**src/rtl/mem_stage_ctrl.sv**
```systemverilog
// mem_stage_ctrl: sequences EX/MEM loading and the data-memory req/ack access with timeout
module mem_stage_ctrl #(
    parameter int DATA_W  = 32,
    parameter int ADDR_W  = 32,
    parameter int TIMEOUT = 15
) (
    input  logic              clk,
    input  logic              reset,
    input  logic              ex_valid,
    input  logic              ex_mem_read,
    input  logic              ex_mem_write,
    input  logic [ADDR_W-1:0] ex_addr,
    input  logic [DATA_W-1:0] ex_wdata,
    input  logic              flush,
    output logic              exmem_load,
    output logic              stall,
    output logic              dmem_req,
    output logic              dmem_we,
    output logic [ADDR_W-1:0] dmem_addr,
    output logic [DATA_W-1:0] dmem_wdata,
    input  logic              dmem_ack,
    input  logic [DATA_W-1:0] dmem_rdata,
    output logic              wb_valid,
    output logic [DATA_W-1:0] wb_data,
    output logic              mem_err
);
    localparam int CW = $clog2(TIMEOUT);

    typedef enum logic {IDLE, ACCESS} state_t;

    state_t state, state_nx;
    logic [CW-1:0] cnt;
    logic is_mem, last;

    assign exmem_load = (state == IDLE) & ex_valid & ~flush;
    assign stall      = (state == ACCESS);
    assign is_mem     = ex_mem_read ^ ex_mem_write;
    assign last       = (cnt == CW'(TIMEOUT - 1));

    always_comb begin
        state_nx = state;
        if (state == IDLE)
            state_nx = (exmem_load & is_mem) ? ACCESS : IDLE;
        else
            state_nx = (dmem_ack | last) ? IDLE : ACCESS;
    end

    always_ff @(posedge clk or posedge reset) begin
        if (reset)
            state <= IDLE;
        else
            state <= state_nx;
    end

    always_ff @(posedge clk or posedge reset) begin
        if (reset) begin
            dmem_req   <= 1'b0;
            dmem_we    <= 1'b0;
            dmem_addr  <= '0;
            dmem_wdata <= '0;
            wb_valid   <= 1'b0;
            wb_data    <= '0;
            mem_err    <= 1'b0;
            cnt        <= '0;
        end else begin
            wb_valid <= 1'b0;
            if (state == IDLE) begin
                if (exmem_load) begin
                    if (is_mem) begin
                        dmem_addr <= ex_addr;
                        dmem_we   <= ex_mem_write;
                        dmem_req  <= 1'b1;
                        cnt       <= '0;
                        if (ex_mem_write)
                            dmem_wdata <= ex_wdata;
                    end else if (ex_mem_read) begin
                        mem_err <= 1'b1;
                    end else begin
                        wb_valid <= 1'b1;
                        wb_data  <= DATA_W'(ex_addr);
                    end
                end
            end else if (dmem_ack) begin
                // ack on the final timeout cycle still completes normally
                dmem_req <= 1'b0;
                if (!dmem_we) begin
                    wb_valid <= 1'b1;
                    wb_data  <= dmem_rdata;
                end
            end else if (last) begin
                dmem_req <= 1'b0;
                mem_err  <= 1'b1;
            end else begin
                cnt <= cnt + 1'b1;
            end
        end
    end
endmodule
```
**config.mk**
```make
export PLATFORM = sky130hd
export DESIGN_NAME = mem_stage_ctrl
export DESIGN_NICKNAME = d
export VERILOG_FILES = /design/src/rtl/mem_stage_ctrl.sv
export SDC_FILE = /design/constraint.sdc
export NUM_CORES = 1
export LEC_CHECK = 0
export CORE_ASPECT_RATIO = 2
export CORE_MARGIN = 2
export CORE_UTILIZATION = 70
export CTS_BUF_LIST = sky130_fd_sc_hd__clkbuf_4
export DETAILED_ROUTE_END_ITERATION = 8
export DONT_BUFFER_PORTS = 1
export PLACE_DENSITY = 0.95
export SKIP_CTS_REPAIR_TIMING = 1
export SLEW_MARGIN = 30
export SYNTH_ARGS = -nofsm -noshare
export SYNTH_HDL_FRONTEND = slang
export SYNTH_SLANG_ARGS = --single-unit
```
**constraint.sdc**
```tcl
create_clock -name clk -period 8.4 [get_ports clk]
set_clock_uncertainty 0.2 [all_clocks]
set_input_delay 1.68 -clock clk [delete_from_list [all_inputs] [get_ports clk]]
set_output_delay 1.68 -clock clk [all_outputs]
set_load 0.02 [all_outputs]
```
* After elaboration in Yosys (flattened, before gate mapping) *
Cells that the tools add are included.

storage, ports and cells
  bits in registers = 105

operators by class
  multiplexer cells = 31
  $add $sub $neg = 1
  equal/unequal tests = 9
  reductions and logical operators = 9
  bitwise gates (word level) = 7

operators with widths
  kind                                                              number
  32-bit 2-to-1 mux                                                 6
  1-bit 2-to-1 mux                                                  20
  4-bit 2-to-1 mux                                                  5
  2-bit != test (second input constant)                             5
  5-bit AND reduction                                               2
  4-bit AND reduction                                               2
  3-bit AND reduction                                               2
  2-bit nonzero test                                                3
  4-bit by 1-bit adder with 4-bit output (second input constant)    1
  4-bit equality test (second input constant)                       1
  2-bit by 1-bit != test with 1-bit output (second input constant)  2
  1-bit AND                                                         3
  3-bit by 2-bit != test with 1-bit output (second input constant)  1
  1-bit NOT                                                         2
  1-bit bitwise OR                                                  1
  1-bit bitwise XOR                                                 1

* Longest topological paths before layout *
  depth in word-level cells = 6
  depth in mapped cells = 7
  depth with buffers taken out = 5

* Worst setup path before layout *
OpenSTA, ideal clock, no wires.

  kind = input -> output
  start point = input port flush
  end point = output port exmem_load
  path slack = 4.306 ns
  cell stages on the path = 2
  buffers on the path = 0
  arrival time = 2.214 ns
  path through = nand2b_1 -> nor2_1

between the ends
  word-level cells in the longest chain between the ends = 2

ends and longest elaborated chain
  item             RTL line  source
  start, declared  14        input logic flush,
  1-bit NOT        35        assign exmem_load = (state == IDLE) & ex_valid & ~flush;
  1-bit AND        35
  end, declared    15        output logic exmem_load,

No other way between the ends.

* Worst setup path in the final report *
Same ends and word-level chain as after synthesis.

==> out/metrics.csv <==
stage,metric,value,unit
outcome,status,"complete, no violations",
global_route,vias in the first global route,3226,
placement,routability cong.,0.884,
synthesis,sequential share of the synthesized area,0.559,
drt,DRT Wirelength,11.2,mm
setup_path,max incr delay on CP,0.47,ns
setup_path,"Max FO, Critical Path",31,
power_and_ir_drop,pwr/cell area,315,nW/um^2
setup_path,Setup crit start kind,primary input,
finish,antenna diode count,0,
floorplan,IO Pins,205,
timing,post-route minimum period,4.40,ns
global_route,GRT Residual Overflow,0,
timing,PnR worst setup slack,4.00,ns
drt,drt pass-1 iters,5,
setup_path,CP arrival,2.52,ns
power_and_ir_drop,VDD IR-drop max,0.210,mV
drt,Residual DRC,0,
global_route,met3 usage,0.0981,
synthesis,Synth Flop Type,dfrtp_1,
setup_path,crit-path leading delay family,simple AND/OR/NAND/NOR gates,
setup_path,ordered list of cells on the worst path,"nand2b_1, buf_4, nor2_1",
worst_hold_path,Worst Hold Path Cells,1,
timing,crit share post-route,0.524,
timing,RSZ-0062 raised after global routing,false,
setup_path,Worst setup startpoint,flush,
setup_path,"Max stage delay cell, worst path",nor2_1,
placement,I/O Buffers,0,
synthesis,Synth area leaders,"dfrtp_1 56%, mux2_4 9.3%, nand2_1 8.4%",
synthesis,Syn Nets,505,
finish,Final nets,496,
global_route,GR Util met1,0.360,
floorplan,die area,7430,um^2
setup_path,CP Buf/Inv Count,1,
timing,hold slack,0.345,ns
clock_tree,H-Tree Depth,3,
power_and_ir_drop,Leakage,2.31,nW
setup_path,worst r2r path cells,4,
synthesis,Post-Synthesis Cells,399,
drt,routed vias,3145,
drt,DR vias/cell,6.51,
timing,Least-Margin Pin Slew,0.766,ns
finish,FILL cells,424,
timing,Final Hold Fails,0,
timing,Final TNS setup,0,ns
clock_tree,Num CTS Buffers,9,
synthesis,synthesized flop and latch total,105,
floorplan,Starting Density,0.716,
setup_path,Crit Reg-Reg Startpoint,stall,
global_route,all-layer global routing usage,0.310,
timing,fin. max-slew vios,0,
drt,DR iter-0 viols,351,
setup_path,Setup CP Type,in -> out,
synthesis,Post-synth top cells,"105 x dfrtp_1, 105 x nand2_1, 30 x nand2b_1, 29 x mux2_4, 29 x o31ai_1",
floorplan,Die Ht,120,um
clock_tree,TritonCTS clock tree,done,
setup_path,CP endpoint kind,output pin,
synthesis,Unique masters post-synth,33,
global_route,pin count of the biggest net entering global routing,71,
synthesis,Synth area leader,dfrtp_1,
global_route,GR peak layer,met2,
synthesis,async set-reset flop share out of synthesis,1.00,
drt,Detail Route Antenna Nets,0,
timing,normalized max-slew margin,0.489,
floorplan,Core Area,6570,um^2
clock_tree,Sinks on Clock Net,105,
clock_tree,Clock Root Buffer,clkbuf_4,
global_route,first-pass GRT wire length,16.6,mm
synthesis,top-area cell type share of the netlist area,0.559,
global_route,antenna violations before repair,0,
worst_hold_path,Hold Path Origin,cnt[3],
placement,dpl hpwl,8.13,mm
floorplan,Die X,61.9,um
clock_tree,clock slew at reported path FFs,0.13,ns
clock_tree,Max clock buf depth,2,
setup_path,WP data required,6.52,ns
clock_tree,clk_lat worst skew,0.44,ns
synthesis,Yosys Warn Count,0,
finish,area grow syn2layout,3.65,%
placement,Place WS,3.98,ns
synthesis,Mapped Avg Cell Area,11.8,um^2
timing,final setup fails,0,
worst_hold_path,Hold Path Class,reg -> reg,
timing,f_max,0.227,GHz
global_route,met2 Resource Use GR,0.502,
setup_path,Crit path depth,3,
drt,detailed-route wire length per cell,23.2,um
synthesis,Post-synth EDFFs,0,
run,max-cap violations,0,
synthesis,Mapped Area,4700,um^2
floorplan,Rows,42,
finish,layout cells sized above 1,0.170,
==> placed cells by master, fill, tap and decap left out, drive strengths merged, types with 5 or more instances in the layout <==
master / netlist / layout
nand2: 106 / 106
dfrtp: 105 / 105
mux2: 32 / 32
nand2b: 30 / 30
o31ai: 29 / 29
a2bb2oi: 29 / 29
mux2i: 11 / 11
clkbuf: 14 / 11
buf: 13 / 7
inv: 5 / 5
==> sequential cells by signal, summed over array words and instances, names as in the netlist <==
register and count:
dmem_we 1, mem_err 1, wb_valid 1, stall 1, cnt 4, dmem_addr 32
dmem_wdata 32, wb_data 32, dmem_req 1
==> cell families after synthesis <==
family,count (synthesis),synth area share
AO/OA/AOI/OAI,65,0.125
adder cells (fa/ha/maj),3,0.00799
buffers and inverters,32,0.0367
flip-flops,105,0.559
multiplexers,43,0.123
AND/OR/NAND/NOR,151,0.148
==> metrics by stage <==
step | area [um^2] | utilization | cells | power [mW]
finish | 4870 | 0.742 | 483 | 1.54
global route | 4870 | 0.742 | 483 | 1.61
global placement | 4710 | 0.718 | 467 | 1.24
CTS | 4870 | 0.741 | 483 | 1.54
detailed placement | 4710 | 0.718 | 467 | 1.27
floorplan | 4700 | - | 399 | 1.18
==> cell type report <==
class / instances / area (um^2) / area share
multi-input cells: 262 / 1910 / 0.391
clock inverters: 5 / 71.3 / 0.0146
clock buffers: 11 / 82.6 / 0.0169
well taps: 88 / 110 / 0.0226
repair buffers: 7 / 52.6 / 0.0108
flip-flops and latches: 105 / 2630 / 0.540
inverters: 5 / 21.3 / 0.00437
==> per-layer routing <==
layer,share of wire,up-vias
li1,-,1355
met1,0.34,1548
met2,0.54,208
met3,0.086,34
met4,0.035,0
met5,0,-
==> final timing paths <==
path	end	slack, ns
setup / recovery	exmem_load	4.00
hold / removal	cnt[3]	0.34
setup reg to reg	dmem_wdata[30]	5.98
hold reg to reg	cnt[3]	0.34
max in group asynchronous	stall	5.90
min in group asynchronous	wb_data[15]	0.95
==> power breakdown <==
group	switching [mW]	total (mW)	leakage, nW	internal, mW
clock network	0.147	0.272	0.0836	0.125
registers	0.327	0.984	1.25	0.657
logic	0.122	0.280	0.976	0.158
total	0.596	1.54	2.31	0.940
No activity file was read; power rests on OpenSTA's default activity.
